--- src/rtl/pit_pkg.sv ---
// Shared types and helpers for the PIT bus sequencer.
// Readback support is selected in pit_ctrl by the PIT_CTRL_READBACK_EN macro.
package pit_pkg;

    typedef enum logic [2:0] {
        IDLE,
        CW,
        CWGAP,
        B0,
        B0GAP,
        B1,
        B1GAP,
        RSP
    } pit_state_t;

    typedef enum logic {
        OP_PROGRAM  = 1'b0,
        OP_READBACK = 1'b1
    } pit_op_t;

    localparam logic [1:0] A_CTRL     = 2'b11;
    localparam logic [1:0] RL_LSB_MSB = 2'b11;
    localparam logic [1:0] RL_LATCH   = 2'b00;

    typedef struct packed {
        logic       cs;
        logic       rd;
        logic       wr;
        logic [1:0] a;
        logic [7:0] wdata;
    } pit_bus_t;

    localparam pit_bus_t BUS_IDLE = '0;

    // One strobe cycle: reads leave wdata at zero.
    function automatic pit_bus_t bus_cycle(pit_op_t op, logic [1:0] a, logic [7:0] wdata);
        pit_bus_t b;
        b    = BUS_IDLE;
        b.cs = 1'b1;
        b.a  = a;
        if (op == OP_READBACK) begin
            b.rd = 1'b1;
        end else begin
            b.wr    = 1'b1;
            b.wdata = wdata;
        end
        return b;
    endfunction

    function automatic logic [7:0] ctrl_word(pit_op_t op, logic [1:0] ch, logic [2:0] mode,
                                             logic bcd);
        if (op == OP_READBACK)
            return {ch, RL_LATCH, 4'b0000};
        else
            return {ch, RL_LSB_MSB, mode, bcd};
    endfunction

endpackage

--- src/rtl/pit_rr_arb.sv ---
// Two-requester round-robin grant; the pointer flips to the other requester
// after every accepted command.
module pit_rr_arb
    import pit_pkg::*;
(
    input  logic       clk,
    input  logic       reset,
    input  logic       en,
    input  logic [1:0] req,
    output logic [1:0] grant
);

    logic ptr;

    always_comb begin
        grant = 2'b00;
        if (en && !reset) begin
            if (ptr == 1'b0)
                grant = req[0] ? 2'b01 : (req[1] ? 2'b10 : 2'b00);
            else
                grant = req[1] ? 2'b10 : (req[0] ? 2'b01 : 2'b00);
        end
    end

    always_ff @(posedge clk) begin
        if (reset)
            ptr <= 1'b0;
        else if (grant[0])
            ptr <= 1'b1;
        else if (grant[1])
            ptr <= 1'b0;
    end

endmodule

--- src/rtl/pit_ctrl.sv ---
// Sequences program/readback commands from two requesters onto an 8254-style timer bus.
// Define PIT_CTRL_READBACK_EN to implement readback; otherwise readback completes as an error.
//
// state | meaning
// IDLE  | waiting for a request, grant is combinational
// CW    | control word write strobe
// CWGAP | GAP idle cycles after the control word
// B0    | low byte write or read strobe
// B0GAP | GAP idle cycles after the low byte
// B1    | high byte write or read strobe
// B1GAP | GAP idle cycles after the high byte
// RSP   | one-cycle completion pulse to the owner
module pit_ctrl
    import pit_pkg::*;
#(
    parameter int GAP = 1
) (
    input  logic        clk,
    input  logic        reset,
    input  logic [1:0]  req_valid,
    output logic [1:0]  req_ready,
    input  logic [1:0]  req_op,
    input  logic [3:0]  req_ch,
    input  logic [5:0]  req_mode,
    input  logic [1:0]  req_bcd,
    input  logic [31:0] req_value,
    output logic [1:0]  rsp_valid,
    output logic [15:0] rsp_data,
    output logic        rsp_err,
    output logic        busy,
    output logic        pit_cs,
    output logic        pit_rd,
    output logic        pit_wr,
    output logic [1:0]  pit_a,
    output logic [7:0]  pit_wdata,
    input  logic [7:0]  pit_rdata
);

    localparam logic [2:0] GAP_LOAD = 3'(GAP - 1);

    pit_state_t  state;
    pit_bus_t    bus_r;
    logic        owner;
    pit_op_t     op_r;
    logic [1:0]  ch_r;
    logic [15:0] value_r;
    logic [2:0]  gap_cnt;

    logic [1:0]  grant;
    logic        accept;
    logic        sel;
    pit_op_t     acc_op;
    logic [1:0]  acc_ch;
    logic [2:0]  acc_mode;
    logic        acc_bcd;
    logic [15:0] acc_value;
    logic        acc_err;

    pit_rr_arb u_arb (
        .clk   (clk),
        .reset (reset),
        .en    (state == IDLE),
        .req   (req_valid),
        .grant (grant)
    );

    assign req_ready = grant;
    assign accept    = |grant;
    assign sel       = grant[1];

    assign acc_op    = pit_op_t'(req_op[sel]);
    assign acc_ch    = sel ? req_ch[3:2]       : req_ch[1:0];
    assign acc_mode  = sel ? req_mode[5:3]     : req_mode[2:0];
    assign acc_bcd   = req_bcd[sel];
    assign acc_value = sel ? req_value[31:16]  : req_value[15:0];

`ifdef PIT_CTRL_READBACK_EN
    assign acc_err = (acc_ch == 2'd3);
`else
    assign acc_err = (acc_ch == 2'd3) || (acc_op == OP_READBACK);
`endif

    assign busy = !reset && ((state != IDLE) || accept);

    assign pit_cs    = bus_r.cs;
    assign pit_rd    = bus_r.rd;
    assign pit_wr    = bus_r.wr;
    assign pit_a     = bus_r.a;
    assign pit_wdata = bus_r.wdata;

    always_ff @(posedge clk) begin
        if (reset) begin
            state     <= IDLE;
            bus_r     <= BUS_IDLE;
            owner     <= 1'b0;
            op_r      <= OP_PROGRAM;
            ch_r      <= 2'd0;
            value_r   <= 16'd0;
            gap_cnt   <= 3'd0;
            rsp_valid <= 2'b00;
            rsp_err   <= 1'b0;
            rsp_data  <= 16'd0;
        end else begin
            rsp_valid <= 2'b00;
            rsp_err   <= 1'b0;
            case (state)
                IDLE: begin
                    if (accept) begin
                        owner    <= sel;
                        op_r     <= acc_op;
                        ch_r     <= acc_ch;
                        value_r  <= acc_value;
                        rsp_data <= 16'd0;
                        if (acc_err) begin
                            rsp_valid <= grant;
                            rsp_err   <= 1'b1;
                            state     <= RSP;
                        end else begin
                            bus_r <= bus_cycle(OP_PROGRAM, A_CTRL,
                                               ctrl_word(acc_op, acc_ch, acc_mode, acc_bcd));
                            state <= CW;
                        end
                    end
                end
                CW: begin
                    bus_r   <= BUS_IDLE;
                    gap_cnt <= GAP_LOAD;
                    state   <= CWGAP;
                end
                CWGAP: begin
                    if (gap_cnt == 3'd0) begin
                        bus_r <= bus_cycle(op_r, ch_r, value_r[7:0]);
                        state <= B0;
                    end else begin
                        gap_cnt <= gap_cnt - 3'd1;
                    end
                end
                B0: begin
                    bus_r   <= BUS_IDLE;
                    gap_cnt <= GAP_LOAD;
                    if (op_r == OP_READBACK)
                        rsp_data[7:0] <= pit_rdata;
                    state   <= B0GAP;
                end
                B0GAP: begin
                    if (gap_cnt == 3'd0) begin
                        bus_r <= bus_cycle(op_r, ch_r, value_r[15:8]);
                        state <= B1;
                    end else begin
                        gap_cnt <= gap_cnt - 3'd1;
                    end
                end
                B1: begin
                    bus_r   <= BUS_IDLE;
                    gap_cnt <= GAP_LOAD;
                    if (op_r == OP_READBACK)
                        rsp_data[15:8] <= pit_rdata;
                    state   <= B1GAP;
                end
                B1GAP: begin
                    if (gap_cnt == 3'd0) begin
                        rsp_valid <= owner ? 2'b10 : 2'b01;
                        state     <= RSP;
                    end else begin
                        gap_cnt <= gap_cnt - 3'd1;
                    end
                end
                RSP: begin
                    state <= IDLE;
                end
                default: begin
                    bus_r <= BUS_IDLE;
                    state <= IDLE;
                end
            endcase
        end
    end

endmodule

--- config.mk ---
export PLATFORM = sky130hd
export DESIGN_NAME = pit_ctrl
export DESIGN_NICKNAME = d
export VERILOG_FILES = /design/src/rtl/pit_pkg.sv /design/src/rtl/pit_rr_arb.sv /design/src/rtl/pit_ctrl.sv
export SDC_FILE = /design/constraint.sdc
export NUM_CORES = 1
export LEC_CHECK = 0
export ABC_CLOCK_PERIOD_IN_PS = 3150
export CAP_MARGIN = 40
export CORE_AREA = 2 2 82 84
export CTS_CLUSTER_DIAMETER = 150
export DETAILED_ROUTE_END_ITERATION = 8
export DIE_AREA = 0 0 84 86
export DONT_BUFFER_PORTS = 1
export PLACE_DENSITY = 0.67
export SLEW_MARGIN = 10
export SYNTH_ARGS = -nofsm -noshare
export SYNTH_HDL_FRONTEND = slang
export SYNTH_SLANG_ARGS = --single-unit
--- constraint.sdc ---
create_clock -name clk -period 3.15 [get_ports clk]
set_clock_uncertainty 0.2 [all_clocks]
set_input_delay 0 -clock clk [delete_from_list [all_inputs] [get_ports clk]]
set_output_delay 0 -clock clk [all_outputs]
set_load 0.005 [all_outputs]
==> results of run 1 <==
layout by cell type, fill, tap and decap left out, types with 6 or more instances in the layout:
master / count
buf_4: 10
inv_1: 12
and3_1: 6
nor3_1: 7
o21ai_0: 20
a21oi_1: 24
nand3_1: 32
a31oi_1: 15
nand2b_1: 17
nand2_1: 27
dlygate4sd3_1: 64
mux2i_1: 18
clkbuf_8: 12
a311oi_1: 8
a211oi_1: 21
nor2_1: 24
dfxtp_1: 59
timing repair:
action / 4_1_cts / 5_1_grt
hold endpoints to repair: 60 / 0
setup endpoints to repair: 0 / 5
gates resized for setup: 0 / 1
setup buffers: 0 / 0
hold buffers: 65 / 0
worst reg2reg max path, cell delays in order, from the launching register on:
cell	delay, ps
dfxtp_1	330
inv_1	100
ha_2	270
buf_4	190
or3b_1	510
nor4_1	310
o21ai_0	120
dlygate4sd3_1	580
a311oi_2	270
cells by family after synthesis:
logic type	count (synthesis)	share of synthesized area [%]
buf+inv	43	6.26
flops	59	37.9
simple gates	135	21.8
compound gates	112	25.0
fa+ha+maj	6	2.41
mux	19	6.26
xor+xnor	1	0.281
worst max path at each step:
| stage | to | start | depth (start not counted) |
|---|---|---|---|
| 5_1_grt | pit_wdata[3] | state[1] | 8 |
| 2_1_floorplan | pit_wdata[0] | state[0] | 8 |
| 3_3_place_gp | rsp_valid[0] | state[0] | 7 |
| 3_5_place_dp | pit_wdata[3] | state[0] | 6 |
| 6_report | pit_wdata[0] | state[0] | 8 |
| 4_1_cts | pit_wdata[3] | state[0] | 8 |
routing by layer:
layer / GRT usage (%) / wire, um / up-vias
met5: 0 / 0 / -
met4: 9.68 / 145 / 0
met3: 7.51 / 739 / 17
met2: 37.4 / 3960 / 145
met1: 31.5 / 3850 / 1410
li1: - / - / 1493
flip-flops by register name, indices dropped and copies added (netlist names), 2 cells and up:
signal / count
ch_r: 2
gap_cnt: 3
pit_a: 2
pit_wdata: 8
rsp_data: 16
rsp_valid: 2
state: 3
value_r: 16
power by group:
group          internal [uW]  switching [uW]  total [uW]  leakage [uW]
clock                    420             296         716      0.000104
combinational            625             827        1450      0.000933
sequential               901             111        1010      0.000482
stage by stage:
step	utilization (%)	setup slack, ps	power [uW]
after floorplan	-	712	2050
after global placement	50.3	479	2280
after detailed placement	50.3	437	2310
after CTS	64.2	106	3160
after global routing	64.2	13.5	3380
final	64.2	189	3180
layout make-up:
| cell class | instances | area [um^2] |
|---|---|---|
| inverters | 13 | 48.8 |
| clock buffers | 12 | 165 |
| repair buffers | 76 | 763 |
| clock inverters | 2 | 35.0 |
| well taps | 77 | 96.3 |
| flip-flops and latches | 59 | 1180 |
| multi-input cells | 273 | 1740 |
| fillers | 541 | 2250 |
==> flow_metrics.env, run 1 <==
export IMPL_synth_area_per_cell_um2=8.31
export IMPL_hold_start="req_valid[0]"
export IMPL_crit_arrival_ps=3020
export IMPL_cts_max_level=3
export IMPL_power_per_cell_area_nw_per_um2=789
export IMPL_first_iter_violations=167
export IMPL_synth_area_top_cells="dfxtp_1, mux2i_1, nand3_1, a211oi_1, a21oi_1"
export IMPL_path_class="reg2reg"
export IMPL_fmax_ghz=0.338
export IMPL_async_reset_ff_share_pct=0
export IMPL_antenna_found_initial=0
export IMPL_cts_sinks=59
export IMPL_tns_ps=0
export IMPL_yosysTopAreaCellShare_pct=37.9
export IMPL_placed_cells=433
export IMPL_ys_ff_latch=59
export IMPL_slew_violations=0
export IMPL_grt_overflow_total=0
export IMPL_synth_most_common_cell="dfxtp_1"
export IMPL_rsz0062_at_grt="no"
export IMPL_synthTopCellsByCount="dfxtp_1, nand3_1, nand2_1"
export IMPL_core_area_um2=6280
export IMPL_ant_nets=0
export IMPL_path_max_fanout=10
export IMPL_crit_chain="inv_1 -> ha_2 -> buf_4 -> or3b_1 -> nor4_1 -> o21ai_0 -> dlygate4sd3_1 -> a311oi_2"
export IMPL_worst_r2r_setup_slack_ps=190
export IMPL_start_util_pct=49.6
export IMPL_grt_pass1_wl_mm=13.9
export IMPL_grt_max_degree=59
export IMPL_synthesis_area_um2=3120
export IMPL_min_delay_path_class="in2reg"
export IMPL_vias=3065
export IMPL_critical_path_buf_inv_count=3
export IMPL_final_area_um2=4030
export IMPL_area_growth_pct=29.4
export IMPL_grtUsageTotal_pct=24.1
export IMPL_synth_flop_cell="dfxtp_1"
export IMPL_start_kind="register"
export IMPL_whs_ps=55.8
export IMPL_drive_above_1_share_pct=9.20
export IMPL_cts_root_buffer="clkbuf_8"
export IMPL_period_share_pct=94.0
export IMPL_clockBufferDepth=2
export IMPL_yosys_warnings=0
export IMPL_cp_slowest_stage_delay_ps=580
export IMPL_hold_viol_final=0
export IMPL_cap_violations=0
export IMPL_die_area_um2=7220
export IMPL_antenna_cells=0
export IMPL_cpMaxStageDelayCell="dlygate4sd3_1"
export IMPL_rows=29
export IMPL_place_congestion=0.846
export IMPL_routedWlPerCell_um=17.0
export IMPL_place_area_um2=3160
export IMPL_power_leakage_uw=0.00152
export IMPL_outcome="finished, final reports clean"
export IMPL_synth_enable_flop_cells=0
export IMPL_instances_no_fill=512
export IMPL_drc=0
export IMPL_path_delay_family="buffers and inverters"
export IMPL_synth_top_area_cell="dfxtp_1"
export IMPL_ios=93
export IMPL_post_dp_hpwl_mm=5.35
export IMPL_ys_seq_area_share_pct=37.9
export IMPL_hold_end="pit_rd"
export IMPL_cts_tree="built"
export IMPL_synth_nets=439
export IMPL_required_ps=3210
export IMPL_grt_pass1_vias=2783
export IMPL_via_per_inst=5.99
export IMPL_ys_types=46
export IMPL_cts_buffers=9
export IMPL_setup_violations=0
export IMPL_worstHoldPathCells=4
export IMPL_dr_pass1_iters=5
export IMPL_crit_path_end_kind="register"
export IMPL_synth_cells=375
export IMPL_reg2reg_depth=8
export IMPL_final_nets=496
export IMPL_port_buffers=0
export IMPL_cts_reportedPaths_clkPinSlew_ps=70
export IMPL_dieWidth_um=84
export IMPL_worst_slew_pin_slew_ps=577
export IMPL_fp_dieH_um=86
export IMPL_r2r_end="pit_wdata[0]"
export IMPL_clkLatencyLatePin_ps=350
export IMPL_detail_route_wirelength_mm=8.69
export IMPL_period_needed_ps=2960
export IMPL_max_slew_margin_pct=61.4
export IMPL_vdd_ir_drop_worst_v=0.000541
export IMPL_r2r_start="state[0]"
No activity file was read; power rests on OpenSTA's default activity.
==> run 2, diff against run 1 <==
--- a/config.mk
+++ b/config.mk
@@ -7,12 +7,14 @@
 export LEC_CHECK = 0
 export ABC_CLOCK_PERIOD_IN_PS = 3150
 export CAP_MARGIN = 40
-export CORE_AREA = 2 2 82 84
+export CELL_PAD_IN_SITES_DETAIL_PLACEMENT = 1
+export CELL_PAD_IN_SITES_GLOBAL_PLACEMENT = 2
+export CORE_AREA = 2 2 97 99
 export CTS_CLUSTER_DIAMETER = 150
 export DETAILED_ROUTE_END_ITERATION = 8
-export DIE_AREA = 0 0 84 86
+export DIE_AREA = 0 0 99 101
 export DONT_BUFFER_PORTS = 1
-export PLACE_DENSITY = 0.67
+export PLACE_DENSITY = 0.8
 export SLEW_MARGIN = 10
 export SYNTH_ARGS = -nofsm -noshare
 export SYNTH_HDL_FRONTEND = slang
==> flow_metrics.env, run 2 (same netlist as run 1, synthesis figures left out) <==
export IMPL_outcome="finished, final reports clean"
export IMPL_grt_max_degree=58
export IMPL_power_per_cell_area_nw_per_um2=809
export IMPL_hold_end="op_r"
export IMPL_critical_path_buf_inv_count=4
export IMPL_grt_overflow_total=0
export IMPL_hold_viol_final=0
export IMPL_setup_violations=0
export IMPL_vias=3151
export IMPL_cpMaxStageDelayCell="dlygate4sd3_1"
export IMPL_reg2reg_depth=9
export IMPL_dr_pass1_iters=4
export IMPL_core_area_um2=8980
export IMPL_area_growth_pct=33.3
export IMPL_drc=0
export IMPL_r2r_end="value_r[6]"
export IMPL_worst_r2r_setup_slack_ps=270
export IMPL_rows=35
export IMPL_post_dp_hpwl_mm=6.84
export IMPL_drive_above_1_share_pct=10.1
export IMPL_crit_arrival_ps=2940
export IMPL_r2r_start="state[0]"
export IMPL_clockBufferDepth=2
export IMPL_cts_root_buffer="clkbuf_8"
export IMPL_tns_ps=0
export IMPL_via_per_inst=5.68
export IMPL_num_fill_cells=1045
export IMPL_power_leakage_uw=0.00158
export IMPL_ios=93
export IMPL_port_buffers=0
export IMPL_cap_violations=0
export IMPL_path_max_fanout=17
export IMPL_fmax_ghz=0.347
export IMPL_detail_route_wirelength_mm=10.7
export IMPL_worstHoldPathCells=3
export IMPL_cp_slowest_stage_delay_ps=560
export IMPL_cts_buffers=9
export IMPL_intPower_uw=2020
export IMPL_clkLatencyLatePin_ps=350
export IMPL_layout_common_cells="dlygate4sd3_1, dfxtp_1, nand3_1, nand2_1"
export IMPL_hold_start="req_valid[0]"
export IMPL_ant_nets=0
export IMPL_power_frac_clock_pct=24.1
export IMPL_cts_reportedPaths_clkPinSlew_ps=70
export IMPL_period_needed_ps=2880
export IMPL_vdd_ir_drop_worst_v=0.000288
export IMPL_worst_slew_pin_slew_ps=665
export IMPL_routedWlPerCell_um=19.3
export IMPL_period_share_pct=91.4
export IMPL_crit_chain="inv_1 -> ha_1 -> nor3b_1 -> buf_4 -> nand3_1 -> buf_4 -> mux2i_1 -> dlygate4sd3_1 -> a211oi_1"
export IMPL_dieWidth_um=99
export IMPL_p_total_uw=3360
export IMPL_grt_pass1_wl_mm=17.1
export IMPL_first_iter_violations=114
export IMPL_p_switching_uw=1330
export IMPL_layout_commonest_cell="dlygate4sd3_1"
export IMPL_cts_max_level=3
export IMPL_power_frac_comb_pct=45.7
export IMPL_max_slew_margin_pct=55.6
export IMPL_start_util_pct=34.7
export IMPL_die_area_um2=10000
export IMPL_crit_path_end_kind="register"
export IMPL_whs_ps=24.2
export IMPL_cts_tree="built"
export IMPL_cts_sinks=59
export IMPL_crit_path_frequent_cell="buf_4"
export IMPL_cts_resized=0
export IMPL_required_ps=3210
export IMPL_grtUsageTotal_pct=21.8
export IMPL_slew_violations=0
export IMPL_antenna_found_initial=0
export IMPL_final_nets=503
export IMPL_netSwitchingFraction_pct=39.7
export IMPL_fp_dieH_um=101
export IMPL_min_delay_path_class="in2reg"
export IMPL_place_congestion=0.796
export IMPL_seq_power_share_pct=30.3
export IMPL_start_kind="register"
export IMPL_antenna_cells=0
export IMPL_path_class="reg2reg"
export IMPL_path_delay_family="buffers and inverters"
export IMPL_rsz0062_at_grt="no"
export IMPL_grt_pass1_vias=3214
run 2: layer usage:
metal | global-route usage [%] | wire (um) | vias up
li1 | - | - | 1516
met1 | 26.5 | 4730 | 1524
met2 | 36.8 | 5140 | 98
met3 | 6.93 | 709 | 13
met4 | 6.74 | 155 | 0
met5 | 0 | 0 | -
run 2: stage by stage:
step           std cells  area, um^2  worst slack (ps)  utilization [%]
2_1_floorplan        375        3120               712                -
3_5_place_dp         471        3230               533             35.9
6_report             555        4150               271             46.2
5_1_grt              555        4150              63.7             46.2
3_3_place_gp         471        3230               633             35.9
4_1_cts              555        4150               274             46.2
run 2: what timing repair did:
item                                   in CTS  in global routing
endpoints found under the hold margin      60                  0
hold buffers                               68                  0
setup buffers                               0                  0
run 2: worst max-delay path by stage:
stage | from | end | slack (ps) | depth (start not counted)
after global routing | state[0] | value_r[9] | 60 | 9
after detailed placement | state[0] | pit_wdata[6] | 530 | 6
after global placement | state[0] | pit_wdata[3] | 630 | 6
after floorplan | state[0] | pit_wdata[0] | 710 | 8
final | state[0] | value_r[6] | 270 | 9
after CTS | state[0] | value_r[12] | 270 | 9
run 2: worst min-delay path, cell delays in order:
cell and delay, ps:
nand2b_1 220, nand4_1 220, a311oi_1 90
run 2: power groups by stage:
stage | sequential [uW] | combinational (uW) | clock (uW)
6_report | 1020 | 1530 | 808
5_1_grt | 1040 | 1680 | 855
4_1_cts | 1020 | 1520 | 823
3_5_place_dp | 1030 | 1380 | 0
3_3_place_gp | 1030 | 1340 | 0
2_1_floorplan | 990 | 1060 | 0
run 2: area by class of cell:
cell class                 instances  area (um^2)  share of cell area [%]
timing repair buffer              83          811                    19.5
tap                              111          139                    3.35
multi-input combinational        273         1740                    42.0
sequential                        59         1180                    28.5
clock buffer                      12          155                    3.74
inverter                          13         48.8                    1.18
clock inverter                     4         72.6                    1.75
==> run 3, diff against run 2 <==
--- a/config.mk
+++ b/config.mk
@@ -9,12 +9,13 @@
 export CAP_MARGIN = 40
 export CELL_PAD_IN_SITES_DETAIL_PLACEMENT = 1
 export CELL_PAD_IN_SITES_GLOBAL_PLACEMENT = 2
-export CORE_AREA = 2 2 97 99
+export CORE_AREA = 2 2 105 107
 export CTS_CLUSTER_DIAMETER = 150
 export DETAILED_ROUTE_END_ITERATION = 8
-export DIE_AREA = 0 0 99 101
+export DIE_AREA = 0 0 107 109
 export DONT_BUFFER_PORTS = 1
-export PLACE_DENSITY = 0.8
+export PLACE_DENSITY = 0.7
+export RECOVER_POWER = 50
 export SLEW_MARGIN = 10
 export SYNTH_ARGS = -nofsm -noshare
 export SYNTH_HDL_FRONTEND = slang
==> flow_metrics.env, run 3 (same netlist as run 1, synthesis figures left out) <==
export IMPL_cts_sinks=59
export IMPL_worst_slew_pin_slew_ps=898
export IMPL_drc=0
export IMPL_min_delay_path_class="in2reg"
export IMPL_ios=93
export IMPL_reg2reg_depth=7
export IMPL_via_per_inst=5.33
export IMPL_crit_path_start="state[0]"
export IMPL_drive_above_1_share_pct=8.94
export IMPL_layout_common_cells="dlygate4sd3_1, dfxtp_1, nand3_1, nand2_1"
export IMPL_power_leakage_uw=0.00151
export IMPL_final_nets=495
export IMPL_outcome="finished, final reports clean"
export IMPL_clockBufferDepth=2
export IMPL_start_util_pct=29.4
export IMPL_antenna_found_initial=0
export IMPL_core_area_um2=10600
export IMPL_routedWlPerCell_um=17.8
export IMPL_cts_tree="built"
export IMPL_place_congestion=0.763
export IMPL_ant_nets=0
export IMPL_r2r_start="state[0]"
export IMPL_grt_max_degree=59
export IMPL_hold_viol_final=0
export IMPL_crit_arrival_ps=2910
export IMPL_rows=38
export IMPL_cts_setup_buffers=0
export IMPL_tns_ps=0
export IMPL_cts_root_buffer="clkbuf_8"
export IMPL_grt_overflow_total=0
export IMPL_antenna_cells=0
export IMPL_clkLatencyLatePin_ps=350
export IMPL_required_ps=3210
export IMPL_critical_path_endpoint="pit_wdata[0]"
export IMPL_vdd_ir_drop_worst_v=0.000263
export IMPL_path_max_fanout=9
export IMPL_period_share_pct=90.5
export IMPL_period_needed_ps=2850
export IMPL_cap_violations=0
export IMPL_crit_path_end_kind="register"
export IMPL_port_buffers=0
export IMPL_fp_dieH_um=109
export IMPL_fmax_ghz=0.351
export IMPL_cts_buffers=9
export IMPL_cts_reportedPaths_clkPinSlew_ps=70
export IMPL_die_area_um2=11700
export IMPL_final_core_util_pct=38.6
export IMPL_vias=3069
export IMPL_rsz0062_at_grt="no"
export IMPL_area_growth_pct=31.4
export IMPL_slew_violations=0
export IMPL_layout_commonest_cell="dlygate4sd3_1"
export IMPL_path_class="reg2reg"
export IMPL_grtUsageTotal_pct=18.2
export IMPL_r2r_end="pit_wdata[0]"
export IMPL_dr_pass1_iters=4
export IMPL_max_slew_margin_pct=39.7
export IMPL_start_kind="register"
export IMPL_post_dp_hpwl_mm=6.82
export IMPL_first_iter_violations=217
export IMPL_setup_violations=0
export IMPL_worst_r2r_setup_slack_ps=300
export IMPL_power_per_cell_area_nw_per_um2=788
export IMPL_detail_route_wirelength_mm=10.3
export IMPL_grt_pass1_wl_mm=16.5
export IMPL_grt_pass1_vias=3134
export IMPL_cts_max_level=3
export IMPL_dieWidth_um=107
run 3: cell types whose count changed in the layout (fill, tap and decap cells not counted), sizes merged:
cell / before / now
dlygate4sd3: 67 / 62
buf: 16 / 12
clkbuf: 12 / 13
clkinv: 1 / 0
clkinvlp: 1 / 2
run 3: area by class of cell:
| type | count | area, um^2 |
|---|---|---|
| fill | 1219 | 6510 |
| inverter | 13 | 48.8 |
| timing repair buffer | 75 | 734 |
| tap | 140 | 175 |
| clock buffer | 12 | 135 |
| multi-input combinational | 273 | 1740 |
| sequential | 59 | 1180 |
| clock inverter | 4 | 75.1 |
run 3: per-layer routing:
metal  vias to the layer above  routed length [um]  GRT usage (%)
met5                         -                   0              0
met4                         0                 102           5.57
met3                         8                 657           5.02
met2                        93                4700           29.3
met1                      1470                4800           23.8
li1                       1498                   -              -
run 3: stage by stage:
step	std cells	hold WS (ps)	area, um^2	setup slack, ps	power (uW)
after global placement	497	-131	3240	582	2350
final	576	33.6	4090	298	3230
after CTS	576	19.6	4100	310	3260
after global routing	576	56.4	4090	143	3470
after detailed placement	497	-132	3240	467	2380
after floorplan	375	-64.0	3120	712	2050
run 3: report_power, final:
group          switching [uW]  total [uW]  internal, uW
Combinational             842        1430           588
Clock                     313         759           446
Sequential                138        1040           900
run 3: worst min path at each step:
stage / end / slack (ps) / start / depth (start not counted)
floorplan: rsp_data[10] / -60 / pit_rdata[2] / 2
global route: rsp_valid[1] / 60 / req_valid[1] / 4
CTS: rsp_data[14] / 20 / req_valid[1] / 3
global placement: busy / -130 / reset / 1
detailed placement: busy / -130 / reset / 1
finish: rsp_data[9] / 30 / req_valid[1] / 3
run 3: critical path: stages, from the launching register on:
cell,delay [ps]
dfxtp_1,340
inv_1,100
ha_1,250
or3b_1,550
nor4_1,320
o21ai_0,140
dlygate4sd3_1,600
a311oi_2,270
run 3: what timing repair did:
| item | in CTS | in global routing |
|---|---|---|
| gates resized for setup | 0 | 0 |
| endpoints found under the setup margin | 0 | 0 |
| endpoints found under the hold margin | 60 | 0 |
| hold buffers | 63 | 0 |
